==> config.mk <==
export PLATFORM = sky130hd
export DESIGN_NAME = lab_dp_flat
export DESIGN_NICKNAME = d
export VERILOG_FILES = /design/src/rtl/lab_pkg.sv /design/src/rtl/lab_dp_if.sv /design/src/rtl/lab_ram.sv /design/src/rtl/lab_dp.sv /design/src/flat_wrapper.sv
export SDC_FILE = /design/constraint.sdc
export NUM_CORES = 1
export LEC_CHECK = 0
export CORE_ASPECT_RATIO = 1.5
export CORE_UTILIZATION = 61
export CTS_BUF_LIST = sky130_fd_sc_hd__clkbuf_16
export CTS_CLUSTER_DIAMETER = 30
export CTS_CLUSTER_SIZE = 28
export DETAILED_ROUTE_END_ITERATION = 16
export PLACE_DENSITY = 0.82
export RECOVER_POWER = 50
export SLEW_MARGIN = 20
export SYNTH_ARGS = -nofsm -noshare
export SYNTH_HDL_FRONTEND = slang
export SYNTH_SLANG_ARGS = --single-unit
==> constraint.sdc <==
create_clock -name clock -period 3 [get_ports clock]
set_clock_uncertainty 0.15 [all_clocks]
set_input_delay 0.6 -clock clock [delete_from_list [all_inputs] [get_ports clock]]
set_output_delay 0.6 -clock clock [all_outputs]
set_load 0.01 [all_outputs]
==> src/rtl/lab_pkg.sv <==
// Shared definitions for the accumulator CPU: widths, opcode encoding and
// accumulator source select encoding.
package lab_pkg;

    localparam int DW = 8;
    localparam int AW = 5;

    // Instruction opcodes carried in IR[7:5].
    typedef enum logic [2:0] {
        LOAD  = 3'b000,
        STORE = 3'b001,
        ADD   = 3'b010,
        SUB   = 3'b011,
        IN    = 3'b100,
        JZ    = 3'b101,
        JPOS  = 3'b110,
        HALT  = 3'b111
    } opcode_e;

    // Accumulator source select.
    typedef enum logic [1:0] {
        ASEL_ALU  = 2'b00,
        ASEL_SW   = 2'b01,
        ASEL_MEM  = 2'b10,
        ASEL_ZERO = 2'b11
    } asel_e;

endpackage

==> src/rtl/lab_dp_if.sv <==
// Control-word / status / preload bundle between the control unit (master)
// and the datapath (slave). The host preload port rides along with it.
interface lab_dp_if
    import lab_pkg::*;
#(
    parameter int DW = lab_pkg::DW,
    parameter int AW = lab_pkg::AW
);

    // Control word issued by the control unit every cycle
    logic          IRload;
    logic          JMPmux;
    logic          PCload;
    logic          Meminst;
    logic          MemWr;
    logic [1:0]    Asel;
    logic          Aload;
    logic          Sub;
    logic [DW-1:0] switches;

    // Host preload port
    logic          load_en;
    logic [AW-1:0] load_addr;
    logic [DW-1:0] load_data;

    // Status and observation back from the datapath
    logic [2:0]    IR;
    logic          Aeq0;
    logic          Apos;
    logic [DW-1:0] A_out;
    logic [AW-1:0] PC_out;

    modport master (
        output IRload, JMPmux, PCload, Meminst, MemWr, Asel, Aload, Sub,
        output switches, load_en, load_addr, load_data,
        input  IR, Aeq0, Apos, A_out, PC_out
    );

    modport slave (
        input  IRload, JMPmux, PCload, Meminst, MemWr, Asel, Aload, Sub,
        input  switches, load_en, load_addr, load_data,
        output IR, Aeq0, Apos, A_out, PC_out
    );

endinterface

==> src/rtl/lab_ram.sv <==
// 2^AW x DW single-port program/data RAM with a registered (synchronous) read
// word and a host preload path that wins over the datapath write.
// The array itself is never reset so preloaded programs survive reset.
module lab_ram
    import lab_pkg::*;
#(
    parameter int DW = lab_pkg::DW,
    parameter int AW = lab_pkg::AW
) (
    input  logic          clock,
    input  logic          reset,
    input  logic [AW-1:0] addr_i,
    input  logic [DW-1:0] wdata_i,
    input  logic          we_i,
    input  logic          load_en_i,
    input  logic [AW-1:0] load_addr_i,
    input  logic [DW-1:0] load_data_i,
    output logic [DW-1:0] rdata_o
);

    localparam int DEPTH = 2 ** AW;

    logic [DW-1:0] mem_q [DEPTH];
    logic [DW-1:0] rdata_q;

    logic          wr_en_d;
    logic [AW-1:0] wr_addr_d;
    logic [DW-1:0] wr_data_d;

    // Write port arbitration: a host preload displaces a same-cycle MemWr.
    always_comb begin
        wr_en_d   = we_i;
        wr_addr_d = addr_i;
        wr_data_d = wdata_i;
        if (load_en_i) begin
            wr_en_d   = 1'b1;
            wr_addr_d = load_addr_i;
            wr_data_d = load_data_i;
        end
    end

    // Array write; deliberately outside the reset domain.
    always_ff @(posedge clock) begin
        if (wr_en_d) begin
            mem_q[wr_addr_d] <= wr_data_d;
        end
    end

    // Registered read word; a same-address write in this edge returns old data.
    always_ff @(posedge clock or negedge reset) begin
        if (!reset) begin
            rdata_q <= '0;
        end else begin
            rdata_q <= mem_q[addr_i];
        end
    end

    assign rdata_o = rdata_q;

endmodule

==> src/rtl/lab_dp.sv <==
// Datapath of the 8-bit accumulator CPU: PC, IR, accumulator A, the add/sub
// ALU and the program/data RAM. Executes one control word per clock and
// reports opcode and accumulator status back to the control unit.
module lab_dp
    import lab_pkg::*;
#(
    parameter int DW = lab_pkg::DW,
    parameter int AW = lab_pkg::AW
) (
    input  logic     clock,
    input  logic     reset,
    lab_dp_if.slave  dp_if
);

    logic [AW-1:0] pc_q,  pc_d;
    logic [DW-1:0] ir_q,  ir_d;
    logic [DW-1:0] a_q,   a_d;

    logic [DW-1:0] mem_rdata;
    logic [AW-1:0] ram_addr;
    logic [AW-1:0] ir_addr;
    logic [AW-1:0] pc_inc;
    logic [DW-1:0] alu_r;

    // Modulo-2^DW add or subtract; no carry or overflow is kept.
    function automatic logic [DW-1:0] alu_f(
        input logic [DW-1:0] a,
        input logic [DW-1:0] m,
        input logic          sub
    );
        return sub ? (a - m) : (a + m);
    endfunction

    assign ir_addr  = ir_q[AW-1:0];
    assign pc_inc   = pc_q + 1'b1;          // wraps 2^AW-1 -> 0
    assign ram_addr = dp_if.Meminst ? ir_addr : pc_q;
    assign alu_r    = alu_f(a_q, mem_rdata, dp_if.Sub);

    lab_ram #(
        .DW (DW),
        .AW (AW)
    ) u_ram (
        .clock       (clock),
        .reset       (reset),
        .addr_i      (ram_addr),
        .wdata_i     (a_q),
        .we_i        (dp_if.MemWr),
        .load_en_i   (dp_if.load_en),
        .load_addr_i (dp_if.load_addr),
        .load_data_i (dp_if.load_data),
        .rdata_o     (mem_rdata)
    );

    // Next-state selection for PC, IR and A; all sources are pre-edge values.
    always_comb begin
        pc_d = pc_q;
        ir_d = ir_q;
        a_d  = a_q;

        if (dp_if.PCload) begin
            pc_d = dp_if.JMPmux ? ir_addr : pc_inc;
        end

        if (dp_if.IRload) begin
            ir_d = mem_rdata;
        end

        if (dp_if.Aload) begin
            unique case (asel_e'(dp_if.Asel))
                ASEL_ALU:  a_d = alu_r;
                ASEL_SW:   a_d = dp_if.switches;
                ASEL_MEM:  a_d = mem_rdata;
                ASEL_ZERO: a_d = '0;
                default:   a_d = '0;
            endcase
        end
    end

    // Architectural registers, cleared immediately when reset asserts.
    always_ff @(posedge clock or negedge reset) begin
        if (!reset) begin
            pc_q <= '0;
            ir_q <= '0;
            a_q  <= '0;
        end else begin
            pc_q <= pc_d;
            ir_q <= ir_d;
            a_q  <= a_d;
        end
    end

    // Status is taken from the A register, not from the ALU result.
    assign dp_if.IR     = ir_q[DW-1:DW-3];
    assign dp_if.Aeq0   = (a_q == '0);
    assign dp_if.Apos   = ~a_q[DW-1];
    assign dp_if.A_out  = a_q;
    assign dp_if.PC_out = pc_q;

endmodule

==> src/flat_wrapper.sv <==
// flat-port wrapper written by rule: the top's interface ports become plain ports
module lab_dp_flat import lab_pkg::*;
#(
    parameter int DW = lab_pkg::DW,
    parameter int AW = lab_pkg::AW
)
  (clock, reset, dp_if_IRload, dp_if_JMPmux, dp_if_PCload, dp_if_Meminst, dp_if_MemWr, dp_if_Asel, dp_if_Aload, dp_if_Sub, dp_if_switches, dp_if_load_en, dp_if_load_addr, dp_if_load_data, dp_if_IR, dp_if_Aeq0, dp_if_Apos, dp_if_A_out, dp_if_PC_out);
  lab_dp_if #(.DW(DW), .AW(AW)) dp_if_i ();
  input  logic clock;
  input  logic reset;
  input wire logic [$bits(dp_if_i.IRload)-1:0] dp_if_IRload;
  input wire logic [$bits(dp_if_i.JMPmux)-1:0] dp_if_JMPmux;
  input wire logic [$bits(dp_if_i.PCload)-1:0] dp_if_PCload;
  input wire logic [$bits(dp_if_i.Meminst)-1:0] dp_if_Meminst;
  input wire logic [$bits(dp_if_i.MemWr)-1:0] dp_if_MemWr;
  input wire logic [$bits(dp_if_i.Asel)-1:0] dp_if_Asel;
  input wire logic [$bits(dp_if_i.Aload)-1:0] dp_if_Aload;
  input wire logic [$bits(dp_if_i.Sub)-1:0] dp_if_Sub;
  input wire logic [$bits(dp_if_i.switches)-1:0] dp_if_switches;
  input wire logic [$bits(dp_if_i.load_en)-1:0] dp_if_load_en;
  input wire logic [$bits(dp_if_i.load_addr)-1:0] dp_if_load_addr;
  input wire logic [$bits(dp_if_i.load_data)-1:0] dp_if_load_data;
  output wire logic [$bits(dp_if_i.IR)-1:0] dp_if_IR;
  output wire logic [$bits(dp_if_i.Aeq0)-1:0] dp_if_Aeq0;
  output wire logic [$bits(dp_if_i.Apos)-1:0] dp_if_Apos;
  output wire logic [$bits(dp_if_i.A_out)-1:0] dp_if_A_out;
  output wire logic [$bits(dp_if_i.PC_out)-1:0] dp_if_PC_out;
  assign dp_if_i.IRload = dp_if_IRload;
  assign dp_if_i.JMPmux = dp_if_JMPmux;
  assign dp_if_i.PCload = dp_if_PCload;
  assign dp_if_i.Meminst = dp_if_Meminst;
  assign dp_if_i.MemWr = dp_if_MemWr;
  assign dp_if_i.Asel = dp_if_Asel;
  assign dp_if_i.Aload = dp_if_Aload;
  assign dp_if_i.Sub = dp_if_Sub;
  assign dp_if_i.switches = dp_if_switches;
  assign dp_if_i.load_en = dp_if_load_en;
  assign dp_if_i.load_addr = dp_if_load_addr;
  assign dp_if_i.load_data = dp_if_load_data;
  assign dp_if_IR = dp_if_i.IR;
  assign dp_if_Aeq0 = dp_if_i.Aeq0;
  assign dp_if_Apos = dp_if_i.Apos;
  assign dp_if_A_out = dp_if_i.A_out;
  assign dp_if_PC_out = dp_if_i.PC_out;
  lab_dp #(.DW(DW), .AW(AW)) u_core (.clock(clock), .reset(reset), .dp_if(dp_if_i));
endmodule
==> results of run 1 <==
[power groups by stage]
stage	Clock (uW)	Combinational, uW	Sequential, uW
2_1_floorplan	0	2730	5170
3_3_place_gp	0	4370	5250
3_5_place_dp	0	4580	5270
4_1_cts	4600	4690	5200
5_1_grt	4750	5100	5240
6_report	4570	4830	5220
[path summary, 6_finish.rpt]
check / cells after the start / end
min in group asynchronous: 2 / u_core.u_ram.rdata_o[4]$_DFF_PN0_
worst max register to register: 10 / u_core.dp_if.A_out[7]$_DFFE_PN0P_
worst min register to register: 1 / u_core.ir_q[5]$_DFFE_PN0P_
worst min-delay path: 1 / u_core.ir_q[5]$_DFFE_PN0P_
worst max-delay path: 9 / u_core.u_ram.rdata_o[0]$_DFF_PN0_
max in group asynchronous: 2 / u_core.u_ram.rdata_o[6]$_DFF_PN0_
[cells in the final DEF (no fill, tap or decap), types with 14 or more instances in the layout]
master / synthesis / layout
nand2_1: 101 / 101
a22oi_1: 48 / 47
buf_4: 5 / 89
mux2_2: 18 / 17
clkbuf_16: 0 / 36
edfxtp_1: 256 / 256
dfrtp_1: 29 / 29
nor2_1: 60 / 60
o31ai_1: 16 / 14
inv_1: 14 / 17
clkdlybuf4s50_1: 0 / 37
a21oi_1: 37 / 37
o22ai_1: 19 / 19
mux4_2: 43 / 43
[per-stage QoR]
step | instance area, um2 | TNS (ns)
after floorplan | 12200 | -10.22
after global placement | 13800 | -29.05
after detailed placement | 13800 | -42.52
after CTS | 15100 | 0
after global routing | 15100 | 0
final | 15100 | 0
[cell families after synthesis]
group | Yosys count | synth area share (%)
compound gates | 172 | 9.50
xor+xnor | 11 | 0.787
fa+ha+maj | 10 | 1.08
buf+inv | 59 | 2.28
flops | 285 | 68.7
mux | 72 | 10.9
simple gates | 200 | 6.80
[final cells by class]
type / instances / area (um2)
clock buffers: 36 / 901
clock inverters: 28 / 385
fillers: 996 / 4640
inverters: 15 / 56.3
multi-input cells: 465 / 3590
flip-flops and latches: 285 / 8410
well taps: 260 / 325
repair buffers: 154 / 1390
[layer usage]
| metal | vias to the layer above | part of all wire (%) |
|---|---|---|
| li1 | 3484 | - |
| met3 | 190 | 9.3 |
| met1 | 4014 | 34 |
| met5 | - | 0 |
| met4 | 0 | 7.8 |
| met2 | 646 | 49 |
[synthesized netlist by cell type, types with 2 or more instances]
library cell    n  share of area [%]
nor2b_1         6               0.31
a221o_1         7               0.57
mux2i_1         8               0.65
o21a_1          4               0.25
nand3_1        13               0.53
o22ai_1        19               0.97
xnor2_1         9               0.64
inv_1          14               0.43
o22a_1          2               0.14
nor3_1          6               0.25
nor2_1         60                1.8
nand2_1       101                3.1
buf_4           5               0.31
clkbuf_1       25               0.77
a22oi_1        48                2.9
ha_1            9               0.92
edfxtp_1      256                 63
a22o_1          2               0.14
a21oi_1        37                1.5
buf_6           4               0.37
and3_1          3               0.15
a211oi_1        3               0.18
o211ai_1        2               0.12
or4_1           2               0.12
o21ai_0        12               0.49
dfrtp_1        29                5.9
buf_2           7               0.29
mux2_2         18                1.7
a31oi_1        11               0.56
o31ai_1        16               0.98
nor3b_1         3               0.18
xor2_1          2               0.14
a21o_1          2               0.12
mux4_2         43                7.9
buf_1           3              0.092
mux4_1          3               0.64
[sequential cells by signal, summed over array words and instances, names as in the netlist]
register / flops
u_core.u_ram.mem_q: 256
u_core.dp_if.PC_out: 5
u_core.u_ram.rdata_o: 8
u_core.dp_if.A_out: 8
u_core.ir_q: 8
[worst max-delay path: cells and delay by family]
| kind | cells | cell delay, ns |
|---|---|---|
| and+or+nand+nor | 1 | 0.63 |
| AOI/OAI and AO/OA | 4 | 0.73 |
| buffers and inverters | 4 | 1.22 |
[what timing repair did]
action                                  CTS  global route
hold buffers                              0             0
endpoints found under the setup margin    0             3
gates resized for setup                   0             3
buffers inserted                          0             0
==> flow_metrics.tcl, run 1 <==
set metrics [dict create \
    fin_crit_ns 2.96 \
    cts_max_level 2 \
    viasPerCell 6.70 \
    core_area_um2 19700 \
    path_class "input pin to flip-flop" \
    drtIter0Drc 946 \
    clock_path_buffers 3 \
    grt_max_degree 34 \
    p_leak_uw 0.00539 \
    crit_path_start "dp_if_Meminst" \
    syn_nets 852 \
    instances_no_fill 1243 \
    synth_edf_count 256 \
    final_layout_size_suffix_gt1_share_pct 23.4 \
    syn_area_um2 12200 \
    dp_slack_ns -0.321 \
    use_met1_pct 37.3 \
    cts_buffers 36 \
    dp_cells 1179 \
    grt_pass1_wl_um 49500 \
    insertion_delay_ns 0.52 \
    peakVddDrop_mv 0.756 \
    run_status "finished with violations" \
    fmax_mhz 338 \
    timing.final.crit_share_pct 98.7 \
    drv_slew 30 \
    clkTransAtPathRegs_ns 0.06 \
    die_x_um 118 \
    busiest_layer "met2" \
    p_per_area_nw_per_um2 970 \
    rows 63 \
    p_seq_share_pct 35.7 \
    syn_to_final_growth_pct 23.0 \
    violations "max-capacitance violations, max-slew violations" \
    ys_seq_area_share_pct 68.7 \
    relSlewSlack_pct -9.17 \
    crit_chain "clkdlybuf4s50_1 -> buf_4 -> nor2_1 -> buf_4 -> a22oi_1 -> a21oi_1 -> o31ai_1 -> buf_4 -> a221o_1" \
    syn_area_per_cell_um2 15.1 \
    drtPass1Iterations 6 \
    port_buffers 50 \
    finish.utilization_pct 76.5 \
    async_reset_ff_share_pct 10.2 \
    dr_total_vias 8334 \
    root_buffer "clkbuf_16" \
    grtUsageMet3_pct 6.66 \
    hpwl_um 19900 \
    grt_overflow_total 0 \
    slowest_delay_ns 0.63 \
    gp_congestion 0.953 \
    wl_per_cell_um 26.1 \
    combPwrFrac_pct 33.0 \
    min_from "u_core.ir_q[5]$_DFFE_PN0P_" \
    synth_cells 809 \
    pwr-share-clk_pct 31.2 \
    grt_use_met2_pct 54.8 \
    grt_usage_pct 32.5 \
    grt_antenna_before_repair 0 \
    rsz0062_at_grt "false" \
    layout_setup_ws_ns 0.0398 \
    cp_common_cell "buf_4" \
    hold_viol 0 \
    slowest_stage "nor2_1" \
    cts_sinks 285 \
    endpoint_kind "flip-flop" \
    path_max_fanout 16 \
    reg2reg_slack_ns 0.14 \
    setup_viol 0 \
    synth_cell_type_count 51 \
    cp-start-kind "input pin" \
    worst_slew_pin_slew_ns 1.64 \
    swShare_pct 33.2 \
    grt_pass1_vias 8613 \
    pin_count 51 \
    arrival_ns 3.19 \
    hold_slack_ns 0.347 \
    initial_utilization_pct 62.2 \
    cap_violations 1 \
    netSwitchingPower_uw 4850 \
    ys.flop_type "edfxtp_1" \
    power_uw 14600 \
    ant_nets 0 \
    nNetsFinal 1000 \
    yosysWarnings 0 \
    die_y_um 176 \
    drc_errors 0 \
    cts_tree "yes" \
    ys_seq_elements 285 \
    routed_wl_um 32500 \
    r2r_start "u_core.u_ram.rdata_o[0]$_DFF_PN0_" \
    hp-class "flip-flop to flip-flop" \
    dieArea_um2 20700 \
    worstPathRequired_ns 3.23 \
    internal-power_uw 9770 \
    num_antenna_cells 0 \
]
(Power assumes the default switching activity.)
==> run 2: changes to the inputs <==
--- a/config.mk
+++ b/config.mk
@@ -13,7 +13,7 @@
 export DETAILED_ROUTE_END_ITERATION = 16
 export PLACE_DENSITY = 0.82
 export RECOVER_POWER = 50
-export SLEW_MARGIN = 20
+export SLEW_MARGIN = 10
 export SYNTH_ARGS = -nofsm -noshare
 export SYNTH_HDL_FRONTEND = slang
 export SYNTH_SLANG_ARGS = --single-unit
==> results of run 2 <==
Same layout as run 1: the final DEF is identical, and so are final timing and power.
==> run 3: changes to the inputs <==
--- a/config.mk
+++ b/config.mk
@@ -13,7 +13,7 @@
 export DETAILED_ROUTE_END_ITERATION = 16
 export PLACE_DENSITY = 0.82
 export RECOVER_POWER = 50
-export SLEW_MARGIN = 10
+export SLEW_MARGIN = 5
 export SYNTH_ARGS = -nofsm -noshare
 export SYNTH_HDL_FRONTEND = slang
 export SYNTH_SLANG_ARGS = --single-unit
==> results of run 3 <==
Same layout as run 1: the final DEF is identical, and so are final timing and power.
